`src/rtl/seq_divider_if.sv`:
```
// Operand/result bundle between the control unit and the sequential divider.
// The control unit drives the request side and the divider drives the results.
interface seq_divider_if #(
  parameter int WIDTH = 32
);
  logic             in_start;
  logic             in_signed;
  logic [WIDTH-1:0] in_dividend;
  logic [WIDTH-1:0] in_divisor;
  logic             out_busy;
  logic             out_done;
  logic             out_div_by_zero;
  logic [WIDTH-1:0] out_quotient;
  logic [WIDTH-1:0] out_remainder;

  modport master (
    output in_start, in_signed, in_dividend, in_divisor,
    input  out_busy, out_done, out_div_by_zero, out_quotient, out_remainder
  );

  modport slave (
    input  in_start, in_signed, in_dividend, in_divisor,
    output out_busy, out_done, out_div_by_zero, out_quotient, out_remainder
  );
endinterface

```
`src/rtl/seq_divider.sv`:
```
// Multi-cycle restoring divider with signed/unsigned mode, start/busy/done handshake
// and divide-by-zero detection; one quotient bit per clock.
module seq_divider #(
  parameter int WIDTH = 32
) (
  input  logic          clk,
  input  logic          in_reset,
  seq_divider_if.slave  bus
);
  localparam int CNT_W = $clog2(WIDTH + 1);
  localparam logic [CNT_W-1:0] ITERATIONS = CNT_W'(WIDTH);

  typedef enum logic [1:0] {IDLE, CALC, FIX} state_t;

  state_t           state;
  logic [WIDTH-1:0] a;
  logic [WIDTH-1:0] q;
  logic [WIDTH-1:0] m;
  logic [CNT_W-1:0] cnt;
  logic             neg_q;
  logic             neg_r;
  logic             dz;

  logic             dividend_neg;
  logic             divisor_neg;
  logic [WIDTH-1:0] dividend_mag;
  logic [WIDTH-1:0] divisor_mag;
  logic [WIDTH:0]   a_sh;
  logic [WIDTH:0]   trial;

  assign dividend_neg = bus.in_signed & bus.in_dividend[WIDTH-1];
  assign divisor_neg  = bus.in_signed & bus.in_divisor[WIDTH-1];
  assign dividend_mag = dividend_neg ? -bus.in_dividend : bus.in_dividend;
  assign divisor_mag  = divisor_neg  ? -bus.in_divisor  : bus.in_divisor;

  // The shifted partial remainder can reach 2*M-1, so the trial subtraction
  // keeps one extra bit; its MSB is the borrow.
  always_comb begin
    a_sh  = {a, q[WIDTH-1]};
    trial = a_sh - {1'b0, m};
  end

  // NOTE: every register here is state, so all assignments are non-blocking;
  // the asynchronous reset branch clears the whole datapath, not just the FSM.
  always_ff @(posedge clk or posedge in_reset) begin
    if (in_reset) begin
      state               <= IDLE;
      a                   <= '0;
      q                   <= '0;
      m                   <= '0;
      cnt                 <= '0;
      neg_q               <= 1'b0;
      neg_r               <= 1'b0;
      dz                  <= 1'b0;
      bus.out_busy        <= 1'b0;
      bus.out_done        <= 1'b0;
      bus.out_div_by_zero <= 1'b0;
      bus.out_quotient    <= '0;
      bus.out_remainder   <= '0;
    end else begin
      bus.out_done <= 1'b0;
      case (state)
        IDLE: begin
          if (bus.in_start) begin
            bus.out_busy <= 1'b1;
            neg_q        <= dividend_neg ^ divisor_neg;
            neg_r        <= dividend_neg;
            a            <= '0;
            m            <= divisor_mag;
            cnt          <= ITERATIONS;
            if (bus.in_divisor == '0) begin
              // Q keeps the raw dividend so FIX can hand it back unmodified.
              dz    <= 1'b1;
              q     <= bus.in_dividend;
              state <= FIX;
            end else begin
              dz    <= 1'b0;
              q     <= dividend_mag;
              state <= CALC;
            end
          end
        end
        CALC: begin
          if (!trial[WIDTH]) begin
            a <= trial[WIDTH-1:0];
            q <= {q[WIDTH-2:0], 1'b1};
          end else begin
            a <= a_sh[WIDTH-1:0];
            q <= {q[WIDTH-2:0], 1'b0};
          end
          cnt <= cnt - CNT_W'(1);
          if (cnt == CNT_W'(1)) state <= FIX;
        end
        FIX: begin
          if (dz) begin
            bus.out_quotient    <= '1;
            bus.out_remainder   <= q;
            bus.out_div_by_zero <= 1'b1;
          end else begin
            bus.out_quotient    <= neg_q ? -q : q;
            bus.out_remainder   <= neg_r ? -a : a;
            bus.out_div_by_zero <= 1'b0;
          end
          bus.out_done <= 1'b1;
          bus.out_busy <= 1'b0;
          state        <= IDLE;
        end
        default: state <= IDLE;
      endcase
    end
  end
endmodule

```
`src/flat_wrapper.sv`:
```
// flat-port wrapper written by rule: the top's interface ports become plain ports
module seq_divider_flat 
#(
  parameter int WIDTH = 32
)
  (clk, in_reset, bus_in_start, bus_in_signed, bus_in_dividend, bus_in_divisor, bus_out_busy, bus_out_done, bus_out_div_by_zero, bus_out_quotient, bus_out_remainder);
  seq_divider_if #(.WIDTH(WIDTH)) bus_i ();
  input  logic clk;
  input  logic in_reset;
  input wire logic [$bits(bus_i.in_start)-1:0] bus_in_start;
  input wire logic [$bits(bus_i.in_signed)-1:0] bus_in_signed;
  input wire logic [$bits(bus_i.in_dividend)-1:0] bus_in_dividend;
  input wire logic [$bits(bus_i.in_divisor)-1:0] bus_in_divisor;
  output wire logic [$bits(bus_i.out_busy)-1:0] bus_out_busy;
  output wire logic [$bits(bus_i.out_done)-1:0] bus_out_done;
  output wire logic [$bits(bus_i.out_div_by_zero)-1:0] bus_out_div_by_zero;
  output wire logic [$bits(bus_i.out_quotient)-1:0] bus_out_quotient;
  output wire logic [$bits(bus_i.out_remainder)-1:0] bus_out_remainder;
  assign bus_i.in_start = bus_in_start;
  assign bus_i.in_signed = bus_in_signed;
  assign bus_i.in_dividend = bus_in_dividend;
  assign bus_i.in_divisor = bus_in_divisor;
  assign bus_out_busy = bus_i.out_busy;
  assign bus_out_done = bus_i.out_done;
  assign bus_out_div_by_zero = bus_i.out_div_by_zero;
  assign bus_out_quotient = bus_i.out_quotient;
  assign bus_out_remainder = bus_i.out_remainder;
  seq_divider #(.WIDTH(WIDTH)) u_core (.clk(clk), .in_reset(in_reset), .bus(bus_i));
endmodule
```
`config.mk`:
```
export PLATFORM = sky130hd
export DESIGN_NAME = seq_divider_flat
export DESIGN_NICKNAME = d
export VERILOG_FILES = /design/src/rtl/seq_divider_if.sv /design/src/rtl/seq_divider.sv /design/src/flat_wrapper.sv
export SDC_FILE = /design/constraint.sdc
export NUM_CORES = 1
export LEC_CHECK = 0
export BUFFER_PORTS_ARGS = -buffer_cell sky130_fd_sc_hd__clkbuf_2
export CAP_MARGIN = 20
export CORE_MARGIN = 4
export CORE_UTILIZATION = 43
export CTS_BUF_LIST = sky130_fd_sc_hd__clkbuf_8
export CTS_CLUSTER_DIAMETER = 80
export DETAILED_ROUTE_END_ITERATION = 8
export GPL_ROUTABILITY_DRIVEN = 0
export SYNTH_ARGS = -nofsm -noshare
export SYNTH_HDL_FRONTEND = slang
export SYNTH_SLANG_ARGS = --single-unit
```
`constraint.sdc`:
```
create_clock -name clk -period 7.5 [get_ports clk]
set_input_delay 2.25 -clock clk [delete_from_list [all_inputs] [get_ports clk]]
set_output_delay 2.25 -clock clk [all_outputs]
set_load 0.005 [all_outputs]
```
* Word-level counts from Yosys, hierarchy flattened
Cells that the tools add are included.
** Storage, ports and cells
- Flip-flop bits (word level) :: 174
- Input port bits :: 68
** Cells by class
- Add/subtract/negate cells :: 6
- Mux-type cells :: 24
- Equality and inequality tests :: 5
- Bitwise logic cells :: 3
- Reduce and logical (&&, ||, !) cells :: 8
** Operators with widths (number)
- 2-to-1 mux 32 bit :: 10
- negation 32 bit :: 4
- case mux 32 bit (2 select lines) :: 2
- subtractor 33 x 32 -> 33 bit :: 1
- zero test 32 bit :: 1
- case mux 6 bit (2 select lines) :: 1
- AND reduction 2 bit :: 4
- == test 6 x 1 -> 1 bit, second input constant :: 1
- 2-to-1 mux 2 bit :: 3
- 2-to-1 mux 6 bit :: 1
- subtractor 6 x 1 -> 6 bit, second input constant :: 1
- 2-to-1 mux 1 bit :: 5
- case mux 2 bit (2 select lines) :: 1
- nonzero test 2 bit :: 2
- bitwise AND 1 bit :: 2
- == test 2 x 1 -> 1 bit, second input constant :: 1
- == test 2 bit, second input constant :: 1
- zero test 2 bit :: 1
- != test 2 x 1 -> 1 bit, second input constant :: 1
- != test 2 bit, second input constant :: 1
- case mux 1 bit (2 select lines) :: 1
- XOR 1 bit :: 1

* Longest topological paths before layout
Gate-level depths: netlist of the first run.
- Depth after elaboration :: 5
- Mapped depth :: 13
- Depth with buffers taken out :: 12

* Least setup slack after synthesis of the first run
Ideal clock, no wire load.
- Path kind :: in2reg
- Start point :: in bus_in_dividend[4]
- End point :: reg u_core.q[29]
- Stages on the path :: 9
- Path slack :: 3.107 ns
- Buffers on the path :: 0
- Library setup time :: 0.133 ns
- Data required time :: 7.367 ns
- Arrival :: 4.260 ns
- Path through :: nor4_1 -> nand3_1 -> nor2_1 -> nand2_1 -> or4_1 -> nand2b_1 -> o41ai_1 -> xor2_1 -> o21ai_0
** On the way
- Cells in the longest elaborated chain, start to end :: 5
** Ends and longest elaborated chain
- from (decl) :: line flat_wrapper.sv:12 : input wire logic [$bits(bus_i.in_dividend)-1:0] bus_in_dividend;
- negation 32 bit :: line seq_divider.sv:33 : assign dividend_mag = dividend_neg ? -bus.in_dividend : bus.in_dividend;
- 2-to-1 mux 32 bit :: line seq_divider.sv:33
- 2-to-1 mux 32 bit :: line seq_divider.sv:71 : if (bus.in_divisor == '0) begin
- 2-to-1 mux 32 bit :: line seq_divider.sv:64 : if (bus.in_start) begin
- case mux 32 bit (2 select lines) :: line seq_divider.sv:62 : case (state)
- to (signal assigned) :: line seq_divider.sv:74 : q <= bus.in_dividend;
- to (signal assigned) :: line seq_divider.sv:78 : q <= dividend_mag;
- to (signal assigned) :: line seq_divider.sv:86 : q <= {q[WIDTH-2:0], 1'b1};
- to (decl) :: line seq_divider.sv:17 : logic [WIDTH-1:0] q;
Every way passes these cells. The select of a mux whose other input is x is not followed.
A chain may end at the register's enable or synchronous reset.

* Final worst setup path of the first run
- Start point :: in bus_in_divisor[2]
- End point :: reg u_core.q[5]
** On the way
- Cells in the longest elaborated chain, start to end :: 4
** Ends and longest elaborated chain
- from (decl) :: line flat_wrapper.sv:13 : input wire logic [$bits(bus_i.in_divisor)-1:0] bus_in_divisor;
- zero test 32 bit :: line seq_divider.sv:71
- 2-to-1 mux 32 bit :: line seq_divider.sv:71
- 2-to-1 mux 32 bit :: line seq_divider.sv:64
- case mux 32 bit (2 select lines) :: line seq_divider.sv:62
Every way passes these cells. The select of a mux whose other input is x is not followed.

==> results.md, run 1 <==
- Initial antenna violation count: 0
- Post-CTS Setup Bufs: 0
- Hold Path Depth: 2
- Core Rows: 59
- PwrDens: 464 mW/mm2
- Critical Path RT: 7860 ps
- Max Slew Vio Count: 0
- Top cells by area, synth: dfrtp_1 (38%), xor2_1 (6.6%), o21ai_0 (6.2%)
- Final Skew: 20.5 ps
- Fin nets: 1545
- Synth warn: 0
- Initial Util: 43.8%
- Finished Layout Cells: 1787
- Worst setup margin: 2730 ps
- Post-CTS sizing: 0
- Avg Inst Size Synth: 8.43 um2
- Overflow after GRT: 0
- EDFF count, synth: 0
- Count leader, synth: dfrtp_1
- Hold crit path type: flip-flop to flip-flop
- Root buffer cell: clkbuf_8
- RR Startpoint: u_core.q[31]
- Worst Tran Pin Value: 1050 ps
- CTS tree: done
- Ys async rst share: 100%
- Synth cell types: 68
- First DRT Iteration DRCs: 702
- Syn Std Cell Area: 0.0114 mm2
- Worst r2r dst: u_core.a[26]
- Clk buf depth: 2
- Critical Path Sink Type: flip-flop
- Finish-stage setup viols: 0
- DRC Markers: 0
- Status: finished, final reports clean
- WP data arrival: 5130 ps
- Number of I/O port buffers: 134
- Leak: 5.63 nW
- Fin. Hold Viols: 0
- Placed Cells: 1753
- Core area: 0.0261 mm2
- DIE WIDTH: 171 um
- Slew Limit Headroom: 29.7%
- Setup slack, reg-to-reg: 3140 ps
- Final instance area: 0.0127 mm2
- Setup Total Neg Slack: 0 ps
- Unrepaired setup endpoints after global routing: false
- Io pins: 135
- Detailed Route WL: 31000 um
- Post-synthesis net count: 1461
- Synth Register Bits: 174
- Commonest cells in the synthesized netlist: dfrtp_1 (174), nand2_1 (171), o21ai_0 (141)
- Syn Inst Count: 1354
- Fill count: 2563
- Die Ht: 171 um
- Fraction of layout cells with a size suffix above 1: 14.1%
- CP max FO: 9
- Area leader, netlist: dfrtp_1
- Vias in the first global route: 9470
- Largest net degree at the start of global routing: 72
- Vias/cell: 5.60
- Post-DP HPWL: 22900 um
- Die area: 0.0292 mm2
- H-tree levels: 4
- Kind of critical path: primary input to flip-flop
- Startpoint Class: primary input
- Hold endpoint: u_core.bus.out_remainder[12]
- Clock-pin slew on the worst setup and hold paths: 110 ps
- Top_reg_cell synth: dfrtp_1
- Cell Area, Placed: 0.0123 mm2
- Overall power: 0.00591 W
- Area growth syn-to-layout: 11.5%
- Num CTS Buffers: 17
- Wire per inst: 17.4 um
- Worst Hold Launch: u_core.bus.out_remainder[12]
- DP Worst Slack: 2250 ps
- Part of the cycle the worst path needs: 63.6%
- Sequential-to-total area share from yosys stat: 38.1%
- Max cap viols: 0
- Hold buffers post-CTS: 0
- Total clock sinks: 174
- First-pass GRT wire length: 50800 um
- Worst-Skew Late Latency: 480 ps
- Post-route ant nets: 0
- First drt pass iteration count: 6
- Top cell type's share of synthesized area: 38.1%
- Worst r2r path cells: 12
- Minimum clock period: 4770 ps
- Fmax: 210 MHz
- Peak supply drop: 0.000198 V
- GRT Overall Usage: 21.4%
- Via count: 10005
layer usage:
layer / GRT usage (%) / share of wire [%] / routed length (um)
met5: 0 / 0 / 0
met4: 5.27 / 1.4 / 427
met2: 33.0 / 44 / 13800
met3: 2.91 / 5.0 / 1550
met1: 32.0 / 49 / 15300
worst max path at each step:
stage                 startpoint     endpoint  slack [ps]  cells past startpoint
2_1_floorplan           in_reset  u_core.a[0]         530                      1
3_3_place_gp   bus_in_divisor[2]  u_core.q[5]        2280                     10
3_5_place_dp   bus_in_divisor[2]  u_core.q[5]        2250                     10
4_1_cts        bus_in_divisor[2]  u_core.q[5]        2730                     10
5_1_grt        bus_in_divisor[2]  u_core.q[5]        2530                     10
6_report       bus_in_divisor[2]  u_core.q[5]        2730                     10
sequential cells by signal, indices dropped and copies added (netlist names):
signal                      cells
u_core.a                       32
u_core.bus.out_quotient        32
u_core.bus.out_remainder       32
u_core.m                       32
u_core.q                       32
u_core.cnt                      6
u_core.state                    2
u_core.bus.out_busy             1
u_core.bus.out_div_by_zero      1
u_core.bus.out_done             1
u_core.dz                       1
u_core.neg_q                    1
u_core.neg_r                    1
kinds of logic (layout without fill, tap and decap cells):
| logic type | Yosys count | count (layout) | share of synthesized area (%) |
|---|---|---|---|
| AND/OR/NAND/NOR | 427 | 427 | 17.5 |
| AO/OA/AOI/OAI | 413 | 413 | 22.7 |
| flip-flops | 174 | 174 | 38.1 |
| XOR/XNOR | 144 | 144 | 11.0 |
| buffers and inverters | 138 | 235 | 4.63 |
| adder cells (fa/ha/maj) | 39 | 39 | 4.34 |
| multiplexers | 19 | 19 | 1.67 |
| other | 0 | 1 | 0 |
cells in the final DEF, fill, tap and decap left out, drive strengths merged, types with 19 or more instances in the layout:
| cell | n |
|---|---|
| xor2 | 86 |
| xnor2 | 58 |
| mux2i | 19 |
| dfrtp | 174 |
| o31ai | 35 |
| o21ai | 144 |
| nand3 | 49 |
| nor2 | 90 |
| nand2b | 20 |
| clkbuf | 151 |
| inv | 63 |
| a22oi | 27 |
| nand2 | 171 |
| nor3 | 20 |
| a21oi | 98 |
| ha | 38 |
critical path, cell delays in order:
cell and delay [ps]:
clkbuf_2 110, or3_1 430, nor4bb_1 790, and3b_1 330, nand3_1 230, nand3_1 380
a21oi_1 90, xor2_1 160, nor4b_1 270, nor3_1 90
where the power goes:
part | leakage (nW) | internal, W | switching, W
clock | 0.185 | 0.000247 | 0.000406
combinational | 3.21 | 0.00143 | 0.00197
sequential | 2.23 | 0.00133 | 0.000523
total | 5.63 | 0.00301 | 0.00290
layout make-up:
class,instances,area [um2],area share [%]
antenna,1,2.50,0.0197
clock buffer,17,234,1.84
clock inverter,15,143,1.12
inverter,55,211,1.66
multi-input combinational,1042,6580,51.7
sequential,174,4360,34.2
tap,335,419,3.29
timing repair buffer,148,788,6.19
per-stage QoR:
step           utilization, %  hold WS [ps]
2_1_floorplan               -           446
3_5_place_dp             47.3           463
6_report                 48.8           481
5_1_grt                  48.8           509
4_1_cts                  48.8           489
3_3_place_gp             47.3           460
No activity file was read; power rests on OpenSTA's default activity.
==> run 2, diff against run 1 <==
--- a/config.mk
+++ b/config.mk
@@ -5,6 +5,7 @@
 export SDC_FILE = /design/constraint.sdc
 export NUM_CORES = 1
 export LEC_CHECK = 0
+export ABC_AREA = 1
 export BUFFER_PORTS_ARGS = -buffer_cell sky130_fd_sc_hd__clkbuf_2
 export CAP_MARGIN = 20
 export CORE_MARGIN = 4
==> constraint.sdc (replaced) <==
create_clock -name clk -period 3.93 [get_ports clk]
set_input_delay 1.179 -clock clk [delete_from_list [all_inputs] [get_ports clk]]
set_output_delay 1.179 -clock clk [all_outputs]
set_load 0.005 [all_outputs]
==> results.md, run 2 <==
- Fin. Hold Viols: 0 (unchanged)
- Area leader, netlist: dfrtp_1 (unchanged)
- Post-synthesis mux area share: 0.150% (was 1.67%)
- Status: finished, final reports clean (unchanged)
- DIE WIDTH: 184 um (was 171 um)
- DRC Markers: 0 (unchanged)
- Die area: 0.0339 mm2 (was 0.0292 mm2)
- Reported net switching power: 0.000882 W (was 0.00290 W)
- Simple-gate share of the synthesized area: 39.5% (was 17.5%)
- Post-route ant nets: 0 (unchanged)
- Fmax: 345 MHz
- Most frequent cells in the layout: nand2_1 (668), inv_1 (309), nand3_1 (265) (was dfrtp_1 (173), nand2_1 (171), o21ai_0 (141))
- Vias in the first global route: 12693 (was 9470)
- Int Power: 0.00246 W (was 0.00301 W)
- Most common cell after layout, fill and taps aside: nand2_1 (was dfrtp_1)
- Leak: 8.12 nW (was 5.63 nW)
- CP max FO: 35 (was 9)
- Number of diodes: 0 (was 1)
- Area growth syn-to-layout: 10.5% (was 11.5%)
- Hold crit path type: flip-flop to flip-flop (unchanged)
- Worst Hold Launch: u_core.m[8] (was u_core.bus.out_remainder[12])
- Num CTS Buffers: 17 (unchanged)
- Post-DP HPWL: 33500 um (was 22900 um)
- Synth Area in Compound Gates: 9.74% (was 22.7%)
- GRT Overall Usage: 25.2% (was 21.4%)
- Max cap viols: 0 (unchanged)
- First drt pass iteration count: 5 (was 6)
- Peak supply drop: 0.000188 V (was 0.000198 V)
- Minimum clock period: 2900 ps
- Core area: 0.0306 mm2 (was 0.0261 mm2)
- Startpoint Class: flip-flop (was primary input)
- Top cell type's share of synthesized area: 32.7% (was 38.1%)
- Post-synthesis net count: 2176 (was 1461)
- Root buffer cell: clkbuf_8 (unchanged)
- Top cells by area, synth: dfrtp_1 (33%), nand2_1 (19%), nand3_1 (10%) (was dfrtp_1 (38%), xor2_1 (6.6%), o21ai_0 (6.2%))
- Io pins: 135 (unchanged)
- Avg Inst Size Synth: 6.44 um2 (was 8.43 um2)
- First DRT Iteration DRCs: 1162 (was 702)
- First-pass GRT wire length: 68000 um (was 50800 um)
- Clk buf depth: 2 (unchanged)
- Total clock sinks: 174 (unchanged)
- Comb pwr share: 6.6% (was 57.6%)
- Switching portion of total power: 26.4% (was 49.1%)
- Max Slew Vio Count: 0 (unchanged)
- Unrepaired setup endpoints after global routing: false (unchanged)
- Sequential-to-total area share from yosys stat: 32.7% (was 38.1%)
- Post-CTS Setup Bufs: 0 (unchanged)
- Detailed Route WL: 42800 um (was 31000 um)
- Syn Std Cell Area: 0.0133 mm2 (was 0.0114 mm2)
- Final Skew: 26.1 ps (was 20.5 ps)
- H-tree levels: 4 (unchanged)
- Largest net degree at the start of global routing: 118 (was 72)
- Number of I/O port buffers: 134 (unchanged)
- CTS tree: done (unchanged)
- Worst-Skew Late Latency: 500 ps (was 480 ps)
- Wire per inst: 16.6 um (was 17.4 um)
- Post-route core utilization: 48.2% (was 48.8%)
- Via count: 13729 (was 10005)
- Fill count: 3242 (was 2563)
- Commonest cells in the synthesized netlist: nand2_1 (668), inv_1 (311), nand3_1 (266) (was dfrtp_1 (174), nand2_1 (171), o21ai_0 (141))
- Flop pwr share: 53.5% (was 31.3%)
- Initial Util: 43.6% (was 43.8%)
- Hold buffers post-CTS: 0 (unchanged)
- Die Ht: 184 um (was 171 um)
- Post-Synth XOR/XNOR Area: 2.96% (was 11.0%)
- Post-CTS sizing: 0 (unchanged)
- Setup slack, reg-to-reg: 1030 ps (was 3140 ps)
- Setup Total Neg Slack: 0 ps (unchanged)
- Synth Register Bits: 174 (unchanged)
- Clock-pin slew on the worst setup and hold paths: 100 ps (was 110 ps)
- Syn Inst Count: 2069 (was 1354)
- Synth Area in Adders: 3.72% (was 4.34%)
- Finish-stage setup viols: 0 (unchanged)
- Worst Tran Pin Value: 952 ps (was 1050 ps)
- Overflow after GRT: 0 (unchanged)
- Synth cell types: 50 (was 68)
- Register area: 0.00435 mm2 (was 0.00436 mm2)
- Top_reg_cell synth: dfrtp_1 (unchanged)
- Initial antenna violation count: 0 (unchanged)
- Clock group share of total power: 39.9% (was 11.0%)
- Part of the cycle the worst path needs: 73.9%
- Vias/cell: 5.32 (was 5.60)
- Main combinational cell family by area after synthesis: simple AND/OR/NAND/NOR gates (was compound AO/OA/AOI/OAI gates)
- Ys async rst share: 100% (unchanged)
- Kind of critical path: flip-flop to flip-flop (was primary input to flip-flop)
- EDFF count, synth: 0 (unchanged)
- Area of the multi-input gates: 0.00749 mm2 (was 0.00658 mm2)
- Synth warn: 0 (unchanged)
- Count leader, synth: nand2_1 (was dfrtp_1)
- Core Rows: 64 (was 59)
- RR Startpoint: u_core.state[1] (was u_core.q[31])
- CP startpoint: u_core.state[1] (was bus_in_divisor[2])
- Fraction of layout cells with a size suffix above 1: 10.6% (was 14.1%)
- Critical Path Sink Type: flip-flop (unchanged)
- Slew Limit Headroom: 36.3% (was 29.7%)
- WP data arrival: 3320 ps (was 5130 ps)
- Fin nets: 2279 (was 1545)
- PwrDens: 227 mW/mm2 (was 464 mW/mm2)
- Critical Path RT: 4340 ps (was 7860 ps)
-- run 2: changes by cell type after synthesis, moves of 22 or more --
cell / previous run / this run
o21ai_0: 141 / 81
nand3_1: 49 / 266
clkbuf_1: 72 / 39
nor2_1: 90 / 166
nand2_1: 171 / 668
a21oi_1: 97 / 34
o31ai_1: 35 / 5
xor2_1: 86 / 31
nand4_1: 3 / 25
inv_1: 54 / 311
xnor2_1: 58 / 14
-- run 2: layout make-up --
cell class                 count  share of cell area [%]
sequential                   174                    29.6
tap                          396                    3.36
inverter                     319                    8.17
multi-input combinational   1512                    50.9
timing repair buffer         148                    5.35
clock inverter                12                   0.909
clock buffer                  19                    1.78
-- run 2: final timing paths --
kind	end	depth (start not counted)
min in group asynchronous	u_core.bus.out_quotient[2]	2
worst min register to register	u_core.m[8]	2
worst max-delay path	u_core.bus.out_remainder[15]	7
worst max register to register	u_core.bus.out_remainder[15]	7
worst min-delay path	u_core.m[8]	2
max in group asynchronous	u_core.m[2]	3
-- run 2: kinds of logic after synthesis --
logic type,Yosys count
simple gates,1213
buf+inv,383
compound gates,213
flops,174
xor+xnor,45
fa+ha+maj,39
mux,2
-- run 2: power by group through the flow --
| stage | Clock, W | Sequential [W] | Combinational (W) |
|---|---|---|---|
| global route | 0.00144 | 0.00179 | 0.000253 |
| floorplan | 0 | 0.00182 | 0.000130 |
| CTS | 0.00136 | 0.00179 | 0.000222 |
| finish | 0.00133 | 0.00179 | 0.000221 |
| global placement | 0 | 0.00182 | 0.000219 |
| detailed placement | 0 | 0.00182 | 0.000222 |
-- run 2: routing by layer --
layer	share of wire (%)	wire, um	vias up	track usage [%]
li1	-	-	6815	-
met1	47	20200	6422	36.8
met2	44	18900	445	38.5
met3	6.5	2790	47	4.33
met4	2.3	990	0	7.31
met5	0	0	-	0
-- run 2: critical path, stage by stage, from the launching register on --
cell and delay [ps]:
dfrtp_1 410, inv_1 100, nor2_2 160, inv_2 300
nor2_1 830, inv_1 610, o21ai_0 290, o21bai_1 140
-- run 2: stage by stage --
| step | cell area [um2] | total power, W | cells | hold slack (ps) | worst slack, ps |
|---|---|---|---|---|---|
| after floorplan | 13300 | 0.00195 | 2069 | 449 | 526 |
| after global placement | 14300 | 0.00204 | 2549 | 459 | 976 |
| after detailed placement | 14300 | 0.00205 | 2549 | 466 | 934 |
| after CTS | 14700 | 0.00337 | 2580 | 490 | 1100 |
| after global routing | 14700 | 0.00348 | 2580 | 508 | 767 |
| final | 14700 | 0.00334 | 2580 | 487 | 1030 |
